===== config.mk =====
export PLATFORM = sky130hd
export DESIGN_NAME = nand_dq_calib_ctrl
export DESIGN_NICKNAME = d
export VERILOG_FILES = /design/src/rtl/nand_dq_calib_ctrl.sv
export SDC_FILE = /design/constraint.sdc
export NUM_CORES = 1
export LEC_CHECK = 0
export BUFFER_PORTS_ARGS = -buffer_cell sky130_fd_sc_hd__buf_4
export CAP_MARGIN = 5
export CORE_ASPECT_RATIO = 0.8
export CORE_MARGIN = 4
export CORE_UTILIZATION = 64
export DETAILED_ROUTE_END_ITERATION = 10
export PLACE_DENSITY = 0.86
export REMOVE_ABC_BUFFERS = 1
export SYNTH_ARGS = -nofsm -noshare
export SYNTH_HDL_FRONTEND = slang
export SYNTH_SLANG_ARGS = --single-unit

===== constraint.sdc =====
create_clock -name clk90 -period 8.6 [get_ports clk90]
set_input_delay 1.29 -clock clk90 [delete_from_list [all_inputs] [get_ports clk90]]
set_output_delay 1.29 -clock clk90 [all_outputs]
set_load 0.05 [all_outputs]

===== src/rtl/nand_dq_calib_ctrl.sv =====
// Per-bit IDELAY tap sweep for NAND DQ read capture: finds the widest passing
// tap window on each DQ bit in turn and parks that bit's delay at the window center.
module nand_dq_calib_ctrl #(
    parameter int                  DQ_WIDTH   = 8,
    parameter int                  TAP_MAX    = 31,
    parameter int                  SETTLE_CYC = 8,
    parameter int                  SAMPLE_CNT = 4,
    parameter logic [DQ_WIDTH-1:0] PAT_RISE   = 8'hA5,
    parameter logic [DQ_WIDTH-1:0] PAT_FALL   = 8'h5A
) (
    input  logic                clk90,
    input  logic                rst90,
    input  logic                calib_start,
    input  logic [DQ_WIDTH-1:0] rd_data_rise,
    input  logic [DQ_WIDTH-1:0] rd_data_fall,
    output logic [DQ_WIDTH-1:0] dlyce,
    output logic                dlyinc,
    output logic                dlyrst,
    output logic                calib_busy,
    output logic                calib_done,
    output logic                calib_err,
    output logic [2:0]          err_bit,
    output logic [3:0]          o_dbg_state
);

    localparam logic [4:0] TAP_LAST    = 5'(TAP_MAX);
    localparam logic [5:0] TAP_LAST6   = 6'(TAP_MAX);
    localparam logic [7:0] SETTLE_LAST = 8'(SETTLE_CYC - 1);
    localparam logic [7:0] SAMPLE_LAST = 8'(SAMPLE_CNT - 1);
    localparam logic [2:0] BIT_LAST    = 3'(DQ_WIDTH - 1);

    typedef enum logic [3:0] {
        ST_IDLE, ST_RST_TAPS, ST_SETTLE, ST_SAMPLE, ST_EVAL,
        ST_INC, ST_CENTER, ST_NEXT_BIT, ST_DONE, ST_ERR
    } state_t;

    state_t     r_state, w_state_nxt;
    logic [2:0] r_bit;
    logic [4:0] r_tap;
    logic [7:0] r_cnt;
    logic       r_pass;
    logic [4:0] r_cur_start, r_best_start;
    logic [5:0] r_cur_len, r_best_len;
    logic [2:0] r_err_bit;

    logic                w_match;
    logic [DQ_WIDTH-1:0] w_bit_sel;
    logic [5:0]          w_cur_len_upd, w_best_len_upd;
    logic [4:0]          w_cur_start_upd, w_best_start_upd;
    logic                w_best_upd;
    logic [5:0]          w_half, w_center, w_pulses;
    logic                w_last_tap;

    assign w_match   = (rd_data_rise[r_bit] == PAT_RISE[r_bit]) &&
                       (rd_data_fall[r_bit] == PAT_FALL[r_bit]);
    assign w_bit_sel = DQ_WIDTH'(1) << r_bit;

    // Window bookkeeping as it will look after this EVAL cycle; the exit decision
    // and the centering pulse count both need the post-update best window.
    assign w_cur_len_upd    = r_pass ? (r_cur_len + 6'd1) : 6'd0;
    assign w_cur_start_upd  = (r_pass && (r_cur_len == 6'd0)) ? r_tap : r_cur_start;
    assign w_best_upd       = r_pass && (w_cur_len_upd > r_best_len);
    assign w_best_len_upd   = w_best_upd ? w_cur_len_upd   : r_best_len;
    assign w_best_start_upd = w_best_upd ? w_cur_start_upd : r_best_start;
    assign w_half           = (w_best_len_upd - 6'd1) >> 1;
    assign w_center         = {1'b0, w_best_start_upd} + w_half;
    assign w_pulses         = TAP_LAST6 - w_center;
    assign w_last_tap       = !(r_tap < TAP_LAST);

    always_ff @(posedge clk90) begin
        if (rst90) r_state <= ST_IDLE;
        else       r_state <= w_state_nxt;
    end

    always_comb begin
        w_state_nxt = r_state;
        dlyce       = '0;
        dlyinc      = 1'b0;
        dlyrst      = 1'b0;
        case (r_state)
            ST_IDLE, ST_DONE, ST_ERR: if (calib_start) w_state_nxt = ST_RST_TAPS;
            ST_RST_TAPS: begin
                dlyrst      = 1'b1;
                w_state_nxt = ST_SETTLE;
            end
            ST_SETTLE: if (r_cnt == SETTLE_LAST) w_state_nxt = ST_SAMPLE;
            ST_SAMPLE: if (!w_match || (r_cnt == SAMPLE_LAST)) w_state_nxt = ST_EVAL;
            ST_EVAL: begin
                if (!w_last_tap)                 w_state_nxt = ST_INC;
                else if (w_best_len_upd == 6'd0) w_state_nxt = ST_ERR;
                else                             w_state_nxt = ST_CENTER;
            end
            ST_INC: begin
                dlyce       = w_bit_sel;
                dlyinc      = 1'b1;
                w_state_nxt = ST_SETTLE;
            end
            // r_cnt holds the decrements still owed; a zero count falls straight through.
            ST_CENTER: begin
                if (r_cnt != 8'd0) dlyce = w_bit_sel;
                else               w_state_nxt = ST_NEXT_BIT;
            end
            ST_NEXT_BIT: w_state_nxt = (r_bit == BIT_LAST) ? ST_DONE : ST_SETTLE;
            default:     w_state_nxt = ST_IDLE;
        endcase
    end

    always_ff @(posedge clk90) begin
        if (rst90) begin
            r_bit        <= '0;
            r_tap        <= '0;
            r_cnt        <= '0;
            r_pass       <= 1'b0;
            r_cur_start  <= '0;
            r_cur_len    <= '0;
            r_best_start <= '0;
            r_best_len   <= '0;
            r_err_bit    <= '0;
        end else begin
            case (r_state)
                ST_IDLE, ST_DONE, ST_ERR: begin
                    if (calib_start) begin
                        r_bit        <= '0;
                        r_tap        <= '0;
                        r_cnt        <= '0;
                        r_pass       <= 1'b0;
                        r_cur_start  <= '0;
                        r_cur_len    <= '0;
                        r_best_start <= '0;
                        r_best_len   <= '0;
                        r_err_bit    <= '0;
                    end
                end
                ST_RST_TAPS: r_cnt <= '0;
                ST_SETTLE:   r_cnt <= (r_cnt == SETTLE_LAST) ? 8'd0 : (r_cnt + 8'd1);
                ST_SAMPLE: begin
                    if (!w_match || (r_cnt == SAMPLE_LAST)) begin
                        r_cnt  <= '0;
                        r_pass <= w_match;
                    end else begin
                        r_cnt  <= r_cnt + 8'd1;
                    end
                end
                ST_EVAL: begin
                    r_cur_len    <= w_cur_len_upd;
                    r_cur_start  <= w_cur_start_upd;
                    r_best_len   <= w_best_len_upd;
                    r_best_start <= w_best_start_upd;
                    r_cnt        <= {2'b00, w_pulses};
                    if (w_last_tap && (w_best_len_upd == 6'd0)) r_err_bit <= r_bit;
                end
                ST_INC: begin
                    r_tap <= r_tap + 5'd1;
                    r_cnt <= '0;
                end
                ST_CENTER: if (r_cnt != 8'd0) r_cnt <= r_cnt - 8'd1;
                ST_NEXT_BIT: begin
                    r_cnt <= '0;
                    if (r_bit != BIT_LAST) begin
                        r_bit        <= r_bit + 3'd1;
                        r_tap        <= '0;
                        r_cur_start  <= '0;
                        r_cur_len    <= '0;
                        r_best_start <= '0;
                        r_best_len   <= '0;
                    end
                end
                default: r_cnt <= r_cnt;
            endcase
        end
    end

    assign calib_busy  = !((r_state == ST_IDLE) || (r_state == ST_DONE) || (r_state == ST_ERR));
    assign calib_done  = (r_state == ST_DONE);
    assign calib_err   = (r_state == ST_ERR);
    assign err_bit     = r_err_bit;
    assign o_dbg_state = r_state;

endmodule


After elaboration in Yosys (flattened, before gate mapping)
Memories as Yosys holds them, arrays and structs flattened. A register that Yosys moved wholly into a read port is not among the register bits. Index checks and enable logic that the tools add are counted.

Memories: 2. Word-level logic and storage cells: 124. ROM bits: 16. Flip-flop bits (word level): 46. Output and inout port bits: 20. Input bits: 19.

Memory list: (no name shown) (depth 8, width 1, read ports 1, clocked after Yosys merged registers in 1, wr ports 0, line 55) `(rd_data_fall[r_bit] == PAT_FALL[r_bit]);`; (no name shown) (depth 8, width 1, read ports 1, clocked after Yosys merged registers in 1, wr ports 0, line 54) `assign w_match = (rd_data_rise[r_bit] == PAT_RISE[r_bit]) &&`.

Magnitude comparators: 3. Reductions and logical operators: 30. Shift operators: 1. Equality and inequality tests: 22. Add/sub/neg operators: 8. Multiplexer cells: 48.

Operators with widths (number): $pmux W8 S6 (1); $pmux W5 S3 (3); $mux W8 (5); $pmux W6 S3 (2); $mux W4 (7); $pmux W4 S7 (1); $mux W6 (4); $mux W3 (7); $mux W5 (4); $reduce_and A3 Y1 (6); $eq A4 B3 Y1 const B (4); $pmux W8 S2 (1); $ne A2 B2 Y1 const B (7); $logic_not A6 Y1 (2); $pmux W3 S2 (2); $add A8 B1 Y8 const B (1); $eq A4 B2 Y1 const B (2); $eq A4 B4 Y1 const B (2); $eq A8 B2 Y1 const B (1); $eq A8 B3 Y1 const B (1); $mux W1 (8); $reduce_bool A8 Y1 (1); $shl A1 B3 Y8 const A (1); $sub A8 B1 Y8 const B (1); 25 further kinds (38).

Longest topological paths before layout
Gate-level depths: netlist (run 1).

Word-level depth: 9. Mapped depth: 23.

Worst setup path after synthesis (run 1)
No wires, ideal clock.

Path type: reg2reg. From: register r_cur_len[2]. To: register r_cnt[5]. Path slack: 3.853 ns. Period minus slack after synthesis: 4.747 ns. Data required time: 8.467 ns. Setup time: 0.133 ns. Arrival time: 4.615 ns. Cell stages (with the launch flop): 24. Path through: dfxtp_1 clkbuf_1 nand3_1 or3_1 a21oi_1 ha_1 nand4_1 o21ai_0 a31oi_2 buf_2 mux2i_1 ha_1 inv_1 xnor2_1 ha_1 ha_1 inv_1 fa_1 inv_1 a21o_1 a21oi_1 xor2_1 a222oi_1 o32ai_1.

Word-level cells in the longest chain between the ends: 9. Elaborated cells on any way between the ends: 13. Those cells by class: 4 x add/sub; 1 x order compare; 5 x mux; 3 x reduce/logical.

RTL lines: from (decl) (line 43) `logic [5:0] r_cur_len, r_best_len;`; from (signal assigned) (line 145) `r_cur_len <= w_cur_len_upd;`; $add A6 B1 Y6 (line 60) `assign w_cur_len_upd = r_pass ? (r_cur_len + 6'd1) : 6'd0;`; $mux W6 (line 60); $gt A6 B6 Y1 (line 62) `assign w_best_upd = r_pass && (w_cur_len_upd > r_best_len);`; $logic_and A1 B1 Y1 (line 62); $mux W6 (line 63) `assign w_best_len_upd = w_best_upd ? w_cur_len_upd : r_best_len;`; $sub A6 B1 Y6 (line 65) `assign w_half = (w_best_len_upd - 6'd1) >> 1;`; $add A5 B5 Y6 (*) (line 66) `assign w_center = {1'b0, w_best_start_upd} + w_half;`; $sub A5 B6 Y6 (*) (line 67) `assign w_pulses = TAP_LAST6 - w_center;`; $pmux W8 S6 (*) (line 120) `case (r_state)`; to (signal assigned) (line 135) `ST_SETTLE: r_cnt <= (r_cnt == SETTLE_LAST) ? 8'd0 : (r_cnt + 8'd1);`; to (signal assigned) (line 141) `r_cnt <= r_cnt + 8'd1;`; to (signal assigned) (line 149) `r_cnt <= {2'b00, w_pulses};`; to (decl) (line 40) `logic [7:0] r_cnt;`.

Every way passes the cells marked *; elsewhere a longest branch is shown, timed or not. A chain may end at the register's enable or synchronous reset.

Final worst setup path (run 1)
From: register r_cur_len[0]. To: register r_cnt[5].

The elaborated chain is that of the path after synthesis.

==> results of run 1 <==
layout by cell type (no fill, tap or decap), types with 5 or more instances in the layout:
cell,instances
o32ai_1,5
a21oi_1,27
and3_1,11
and2_1,5
nand2_1,46
xor2_1,13
inv_1,24
o21ai_0,17
dfxtp_1,48
xnor2_1,6
nor2_1,53
a22oi_1,12
a21o_1,6
clkbuf_8,5
mux2i_1,23
nand4_1,7
nand2b_1,6
nand3_1,13
nor3_1,14
buf_4,42
a2bb2oi_1,6
o211ai_1,5
ha_1,28
power by group:
| group | leakage (uW) | switching (uW) | internal [uW] | total (uW) |
|---|---|---|---|---|
| clock | 0.0000548 | 87.4 | 87.8 | 175 |
| sequential | 0.000387 | 4.49 | 223 | 228 |
| combinational | 0.00118 | 43.6 | 23.0 | 66.6 |
cells by family after synthesis:
kind of cell	after synthesis
and+or+nand+nor	176
DFF	48
buffers and inverters	49
muxes	29
xor gates and xnor gates	19
AOI/OAI and AO/OA	110
adders and majority gates	29
critical path, delay by kind of cell, from the launching register on:
kind | cells | cell delay [ns]
compound gates | 6 | 1.35
mux | 1 | 0.36
flops | 1 | 0.51
buf+inv | 3 | 0.24
xor+xnor | 3 | 0.37
fa+ha+maj | 6 | 1.77
simple gates | 2 | 0.48
cell type report:
type	count	share of cell area, %
Sequential cell	48	23.7
Clock inverter	3	1.14
Multi-Input combinational cell	363	61.1
Timing Repair Buffer	42	7.78
Clock buffer	5	1.70
Tap cell	78	2.41
Inverter	24	2.22
sequential cells by signal (all words and copies together), names as in the netlist, named ones only:
name	cells
r_cur_start	5
r_pass	1
err_bit	3
r_tap	5
o_dbg_state	4
r_cur_len	6
r_best_len	6
r_best_start	5
r_bit	3
r_cnt	8
routing by layer:
metal / track usage (%) / up-vias / wire, um
li1: - / 1704 / -
met1: 36.7 / 1656 / 4040
met2: 46.2 / 192 / 4420
met3: 4.34 / 15 / 911
met4: 7.74 / 0 / 124
met5: 0 / - / 0
metrics by stage:
step,worst slack [ns],total power (uW),std cells
4_1_cts,3.48,469,563
3_5_place_dp,3.53,298,555
3_3_place_gp,3.81,297,555
5_1_grt,3.08,483,563
2_1_floorplan,3.72,271,435
6_report,3.39,470,563
path summary, 6_finish.rpt:
kind	from	end	slack [ns]	cells after the start
worst max register to register	r_cur_len[0]$_SDFFE_PP0P_	r_cnt[5]$_SDFFE_PP0P_	3.39	21
worst max-delay path	r_cur_len[0]$_SDFFE_PP0P_	r_cnt[5]$_SDFFE_PP0P_	3.39	21
worst min-delay path	err_bit[1]$_SDFFE_PP0P_	err_bit[1]$_SDFFE_PP0P_	0.47	2
worst min register to register	err_bit[1]$_SDFFE_PP0P_	err_bit[1]$_SDFFE_PP0P_	0.47	2
==> run metrics, run 1 <==
outcome=finished clean; ANT nets after route=0; post-DP HPWL=around 7000 um; Max stage delay cell, worst path=a31oi_2; clk_lat worst skew=a little over 0.3 ns; gpl congestion=around 0.90; P&R area growth vs syn=11.6%; setup bufs post-CTS=0; setup tns final=0 ns; Port Buf Inserts=38; die height=75.4 um; pwr dens=116 nW/um^2; Nets=between 500 and 600; Netlist cell types=57; vias in the first global route=3327; cells after synthesis=460; Root Buffer=clkbuf_8; fmax=around 190 MHz; XOR/XNOR Fraction of Synth Area=around 4.6%; Leak=about 0.0016 uW; ranking of synthesized cells by area=dfxtp_1, ha_1, mux2i_1; Resized Gates After CTS=0; Post-synth EDFFs=0; cell with the most instances after synthesis=nor2_1; RSZ-0062 raised after global routing=false; Synth top cells by count=nor2_1, dfxtp_1, nand2_1, ha_1, a21oi_1; adder-cell share of the synthesized area=10.2%; Final Cycle Share=60.6%; die area=between 6000 and 7000 um^2; largest net degree at the start of global routing=46; via-per-instance ratio=about 6.3; Post-synth ARST share=0%; DRC viols=0; total gr overflow=0; CTS tree=yes; drt wl/cell=roughly 17 um; Req. time, crit path=between 8 and 9 ns; row cnt=24; H-tree levels=2; Antenna diodes=0; crit-path cells=ha_1, xnor2_1, nor2_1, ha_1, nand4_1, o21ai_0, a31oi_2, mux2i_1, ha_1, inv_1, xnor2_1, ha_1, ha_1, inv_1, fa_1, inv_1, a21o_1, a21oi_1, xor2_1, a222oi_1, o32ai_1; Inserted Clock Buffers=5; worst slew pin tran=0.833 ns; final count of hold timing violations=0; WHS=around 0.47 ns; First-pass DRT Iterations=6; area share of the largest cell type after synthesis=roughly a quarter; largest area contributor in the netlist=dfxtp_1; Vias=around 3600; hold buffer count at cts=0; startpoint types=flop; I/O pins=39; FILL cells=440; WS Path Type=reg -> reg; area of placed instances=between 3000 and 4000 um^2; crit end category=flop; initial antenna violation count=0; CTS max path bufs=2; Setup Viol. Count Final=0; complex-gate fraction of the synthesized area=21.1%; Clock Sinks=between 40 and 50; fin crit period=around 5.2 ns; main combinational cell family by area after synthesis=simple AND/OR/NAND/NOR gates; syn_area_per_cell=about 7.9 um^2; Slew headroom=between 40 and 50%; Worst Clk Skew=slightly above 0.009 ns; share of layout cells above drive strength 1=between 10 and 15%; Worst EP arrival=5.39 ns; CP max FO=15; register area=between 900 and 1000 um^2; Seq cells post-synth=48; Mapped Area=approximately 3600 um^2; fin. max-slew vios=0; max_cap viols=0; end-of-flow core utilization=around three quarters; crit-path max cell delay=0.58 ns; Ys Warns=0; Post-Synth Simple-Gate Area=23.4%; Initial Utilization=roughly two thirds; Hold Path Class=reg -> reg; worst vdd ir=just under 0.09 mV; total track usage=around 27%; final wirelength=approximately 9500 um; ys flop type=dfxtp_1; area occupied by multi-input gates=~2500 um^2; Reg clk slew, reported paths=0.10 ns; Seq/Total Area, Yosys=a little over a quarter; Design Area, Final=~4100 um^2; die extent in x=92.2 um; multiplexer share of the synthesized area=under 10%; core area=approximately 5500 um^2; first-pass GRT wire length=approximately 15000 um; most frequent CP cell=ha_1; DR iter-0 viols=between 300 and 400
Power figures use the tool's default switching activity.
==> inputs of run 2 (changes only) <==
--- a/config.mk
+++ b/config.mk
@@ -5,13 +5,14 @@
 export SDC_FILE = /design/constraint.sdc
 export NUM_CORES = 1
 export LEC_CHECK = 0
+export ABC_AREA = 1
 export BUFFER_PORTS_ARGS = -buffer_cell sky130_fd_sc_hd__buf_4
 export CAP_MARGIN = 5
 export CORE_ASPECT_RATIO = 0.8
 export CORE_MARGIN = 4
-export CORE_UTILIZATION = 64
+export CORE_UTILIZATION = 54
 export DETAILED_ROUTE_END_ITERATION = 10
-export PLACE_DENSITY = 0.86
+export PLACE_DENSITY = 0.77
 export REMOVE_ABC_BUFFERS = 1
 export SYNTH_ARGS = -nofsm -noshare
 export SYNTH_HDL_FRONTEND = slang
==> constraint.sdc (replaced) <==
create_clock -name clk90 -period 4.3 [get_ports clk90]
set_input_delay 0.645 -clock clk90 [delete_from_list [all_inputs] [get_ports clk90]]
set_output_delay 0.645 -clock clk90 [all_outputs]
set_load 0.05 [all_outputs]
==> run metrics, run 2 <==
max reg flops=8; switch share=a little under half; First-pass DRT Iterations=5; multiplexer share of the synthesized area=0%; I/O pins=39; Worst EP arrival=about 4.3 ns; largest area contributor in the netlist=dfxtp_1; DRC viols=0; Hold Path Class=reg -> reg; H-tree levels=2; end-of-flow core utilization=roughly two thirds; DR iter-0 viols=approximately 220; Reg clk slew, reported paths=approximately 0.1 ns; Nets=about 700; Largest Register=r_cnt; total track usage=about a fifth; initial antenna violation count=0; setup tns final=0 ns; clk_lat worst skew=about 0.31 ns; final worst slack=0.223 ns; WS Path Type=reg -> reg; cell with the most instances after synthesis=nand2_1; Leak=roughly 0.0021 uW; Worst Clk Skew=between 0.007 and 0.008 ns; Antenna diodes=0; drt wl/cell=around 13 um; max_cap viols=0; FILL cells=610; share of layout cells above drive strength 1=between 20% and 30%; Initial Utilization=a little under three fifths; commonest non-fill, non-tap cells in the layout=nand2_1, inv_1, nor2_1; final count of hold timing violations=0; row cnt=27; XOR/XNOR Fraction of Synth Area=3.40%; startpoint types=flop; die extent in x=~100 um; Netlist cell types=41; Post-synth EDFFs=0; Largest regs=r_cnt: 8 flops, r_best_len: 6 flops, r_cur_len: 6 flops; final wirelength=9600 um; ranking of synthesized cells by area=dfxtp_1, nand2_1, inv_1; die height=83.3 um; area share of the largest cell type after synthesis=25.1%; first-pass GRT wire length=15000 um; Setup Viol. Count Final=0; post-DP HPWL=~6700 um; largest net degree at the start of global routing=38; NetSw=about 700 uW; Mapped Area=roughly 3800 um^2; fin crit period=just over 4 ns; fmax=roughly 250 MHz; main combinational cell family by area after synthesis=simple AND/OR/NAND/NOR gates; die area=~8500 um^2; Synth top cells by count=nand2_1, inv_1, nor2_1, dfxtp_1, a21oi_1; P&R area growth vs syn=19.3%; total gr overflow=0; Req. time, crit path=about 4.6 ns; Ys Warns=0; CTS max path bufs=2; hold buffer count at cts=0; Clock Sinks=48; syn_area_per_cell=6.30 um^2; Seq cells post-synth=between 40 and 50; Clock Power Share=~23%; complex-gate fraction of the synthesized area=a little under an eighth; combinational power share=~45%; Slew headroom=between 50% and 60%; crit-path max cell delay=just over 0.4 ns; Port Buf Inserts=38; most common cell after layout, fill and taps aside=nand2_1; worst slew pin tran=roughly 0.66 ns; worst vdd ir=0.258 mV; via-per-instance ratio=about 5.3; ANT nets after route=0; Post-Synth Simple-Gate Area=37.1%; gpl congestion=roughly 0.87; crit end category=flop; Vias=approximately 3900; CTS tree=yes; Max stage delay cell, worst path=dfxtp_4; pwr dens=332 nW/um^2; fin. max-slew vios=0; WHS=between 0.4 and 0.5 ns; adder-cell share of the synthesized area=9.67%; Inserted Clock Buffers=5; outcome=finished clean; core area=between 6000 and 7000 um^2; DP Worst Slack=0.0508 ns; most frequent CP cell=nand2_1; Seq/Total Area, Yosys=around a quarter; CP max FO=6; Reg power frac=between 30% and 40%; Post-synth ARST share=0%; Internal Power=834 uW; CP delay by family, top=adder cells; ys flop type=dfxtp_1; Final Cycle Share=between 90% and 100%; vias in the first global route=~3400; critical path buffer and inverter count=7; cells after synthesis=approximately 600; Root Buffer=clkbuf_8
==> run 2: per-stage QoR <==
stage	std cells	instance area, um^2	total power [uW]
after floorplan	592	3750	992
after global placement	721	4170	1160
after detailed placement	721	4170	1180
after CTS	729	4290	1520
after global routing	743	4570	1600
final	743	4570	1520
==> run 2: layer usage <==
metal / vias to the layer above / routed length [um] / global-route usage (%)
met5: - / 0 / 0
met4: 0 / 206 / 5.24
met3: 27 / 644 / 3.11
met2: 151 / 4310 / 33.7
met1: 1743 / 4450 / 29.8
li1: 1985 / - / -
==> run 2: layout make-up <==
type | instances | area [um^2] | area share (%)
multi-input cells | 437 | 2540 | 55.7
inverters | 108 | 409 | 8.96
clock inverters | 3 | 46.3 | 1.01
flip-flops and latches | 48 | 977 | 21.4
clock buffers | 5 | 68.8 | 1.51
repair buffers | 55 | 413 | 9.04
well taps | 87 | 109 | 2.38
==> run 2: power by group through the flow <==
stage / sequential (uW) / clock (uW) / combinational, uW
detailed placement: 509 / 0 / 666
global route: 502 / 370 / 731
CTS: 499 / 355 / 670
finish: 496 / 346 / 676
global placement: 508 / 0 / 654
floorplan: 585 / 0 / 407
==> run 2: worst reg2reg max path, cell delays in order (launching register included) <==
cell and delay, ns:
dfxtp_4 0.41, clkinvlp_4 0.13, ha_4 0.31, nand2_1 0.07
inv_1 0.11, ha_4 0.21, nand2_1 0.08, inv_1 0.08
a21boi_4 0.22, nand2_4 0.13, o21ai_4 0.21, ha_4 0.17
xor2_1 0.14, inv_1 0.09, ha_4 0.26, ha_2 0.17
inv_1 0.05, fa_2 0.33, inv_2 0.06, nand2_1 0.06
nand2_1 0.06, a21oi_1 0.07, xnor2_1 0.14, o21ai_1 0.12
inv_1 0.07, nand2_1 0.07, nand2_1 0.06, a21oi_2 0.14
==> run 2: what timing repair did <==
item / 4_1_cts / 5_1_grt
setup buffers: 0 / 13
gates resized for setup: 0 / 41
setup endpoints to repair: 0 / 4
==> run 2: path summary, 6_finish.rpt <==
path / startpoint / endpoint / slack (ns) / cells after the start
max: r_cur_len[0]$_SDFFE_PP0P_ / r_cnt[5]$_SDFFE_PP0P_ / 0.22 / 27
min: r_cur_start[3]$_SDFFE_PP0P_ / r_cur_start[3]$_SDFFE_PP0P_ / 0.47 / 2
max reg2reg: r_cur_len[0]$_SDFFE_PP0P_ / r_cnt[5]$_SDFFE_PP0P_ / 0.22 / 27
min reg2reg: r_cur_start[3]$_SDFFE_PP0P_ / r_cur_start[3]$_SDFFE_PP0P_ / 0.47 / 2
==> run 2: cells by family after synthesis <==
kind of cell / Yosys count
xor+xnor: 14
fa+ha+maj: 29
compound gates: 83
flops: 48
buf+inv: 124
simple gates: 310
==> inputs of run 3 (changes only) <==
--- a/config.mk
+++ b/config.mk
@@ -5,7 +5,6 @@
 export SDC_FILE = /design/constraint.sdc
 export NUM_CORES = 1
 export LEC_CHECK = 0
-export ABC_AREA = 1
 export BUFFER_PORTS_ARGS = -buffer_cell sky130_fd_sc_hd__buf_4
 export CAP_MARGIN = 5
 export CORE_ASPECT_RATIO = 0.8
==> run metrics, run 3 (same netlist as run 1, synthesis figures left out) <==
outcome=complete, but fails checks; failing checks=setup timing; worst-case reg-to-reg path depth=22; Vias=between 3000 and 4000; combinational power share=14.4%; Hold Path Class=reg -> reg; I/O pins=39; WHS=between 0.4 and 0.5 ns; crit end category=flop; commonest non-fill, non-tap cells in the layout=buf_4, nor2_1, nand2_1, dfxtp_1, a21oi_1; worst slew pin tran=between 0.7 and 0.8 ns; fin crit period=between 4 and 5 ns; CTS max path bufs=2; final cell count without fillers=602; Reg power frac=between 40% and 50%; First-pass DRT Iterations=5; H-tree levels=2; top layer in use=met4; first-pass GRT wire length=approximately 16000 um; largest net degree at the start of global routing=46; routed length on met1=between 4000 and 5000 um; total gr overflow=0; Clock Sinks=48; via-per-instance ratio=6.17; Worst Clk Skew=around 0.012 ns; Largest Register=r_cnt; die height=81.4 um; final wirelength=between 10000 and 15000 um; max reg flops=8; post-DP HPWL=7270 um; total track usage=about a quarter; Internal Power=around 670 uW; die extent in x=between 90 and 100 um; Reg clk slew, reported paths=roughly 0.10 ns; met2 WL=approximately 4900 um; share of layout cells above drive strength 1=roughly 25%; WS Path Type=reg -> reg; final worst slack=-0.112 ns; Placed Cells=583; max_cap viols=0; CTS tree=yes; met3 WL=approximately 690 um; ANT nets after route=0; DR iter-0 viols=between 300 and 400; Req. time, crit path=around 4.5 ns; die area=about 8100 um^2; fmax=roughly 230 MHz; switch share=~29%; CP max FO=4; Nets=approximately 570; NetSw=between 200 and 300 uW; Clock Power Share=a little under two fifths; Port Buf Inserts=38; hold buffer count at cts=0; Leak=between 0.0015 and 0.002 uW; DP Worst Slack=-0.0929 ns; DRC viols=0; initial antenna violation count=0; clk_lat worst skew=about 0.32 ns; Final Cycle Share=103%; Setup Viol. Count Final=2; final count of hold timing violations=0; pwr dens=around 210 nW/um^2; Slew headroom=between 40% and 50%; Power, Total=937 uW; vias in the first global route=roughly 3200; worst hold stages=2; gpl congestion=0.894; RSZ-0062 raised after global routing=true; Worst EP arrival=4.59 ns; most common cell after layout, fill and taps aside=buf_4; startpoint types=flop; Initial Utilization=56.1%; core area=about 6500 um^2; Antenna diodes=0; Root Buffer=clkbuf_8; Largest regs=r_cnt: 8 flops, r_best_len: 6 flops, r_cur_len: 6 flops; P&R area growth vs syn=23.7%; drt wl/cell=17.6 um; row cnt=26; setup tns final=-0.175 ns; fin. max-slew vios=0; Inserted Clock Buffers=5; worst vdd ir=between 0.1 and 0.15 mV
-- run 3: power groups by stage --
stage          Clock [uW]  Sequential [uW]  Combinational, uW
3_5_place_dp            0              465                131
3_3_place_gp            0              465                130
6_report              347              454                135
5_1_grt               371              455                145
4_1_cts               353              454                131
2_1_floorplan           0              470               72.0
-- run 3: critical path, cell delays in order (launching register included) --
cell and delay [ns]:
dfxtp_4 0.38, ha_4 0.17, buf_4 0.14, xnor2_1 0.14, nor2_1 0.09, ha_1 0.29
nand4_1 0.11, o21bai_1 0.18, a31oi_2 0.30, mux2i_1 0.32, ha_2 0.26, inv_2 0.05
xnor2_1 0.14, ha_1 0.31, ha_2 0.18, inv_2 0.04, fa_2 0.34, inv_2 0.05
a21o_1 0.12, a21oi_2 0.06, xor2_1 0.15, a222oi_1 0.33, o32ai_1 0.12
-- run 3: cell type report --
class / count / area, um^2
inverter: 24 / 90.1
clock inverter: 3 / 46.3
sequential: 48 / 970
timing repair buffer: 75 / 589
tap: 84 / 105
multi-input combinational: 363 / 2620
clock buffer: 5 / 68.8
fill: 493 / 1980
-- run 3: final timing paths --
kind,start,to,slack [ns]
hold / removal,err_bit[0]$_SDFFE_PP0P_,err_bit[0]$_SDFFE_PP0P_,0.47
setup / recovery,r_cur_len[1]$_SDFFE_PP0P_,r_cnt[5]$_SDFFE_PP0P_,-0.11
hold reg to reg,err_bit[0]$_SDFFE_PP0P_,err_bit[0]$_SDFFE_PP0P_,0.47
setup reg to reg,r_cur_len[1]$_SDFFE_PP0P_,r_cnt[5]$_SDFFE_PP0P_,-0.11
-- run 3: layer usage --
metal  GRT usage, %  vias up
met4           6.00        0
met3           4.38       28
met1           35.5     1761
li1               -     1772
met5              0        -
met2           37.4      155
-- run 3: repair_timing --
action                                 CTS  global route
setup endpoints to repair                2             3
pin swaps                                5            23
endpoints found under the hold margin    0             0
setup buffers                            3             8
gates resized for setup                 14            29
-- run 3: per-stage QoR --
| stage | instance area [um^2] | utilization, % |
|---|---|---|
| final | 4490 | 69.4 |
| after global routing | 4490 | 69.4 |
| after CTS | 4300 | 66.4 |
| after detailed placement | 4110 | 63.5 |
| after global placement | 4110 | 63.5 |
| after floorplan | 3530 | - |
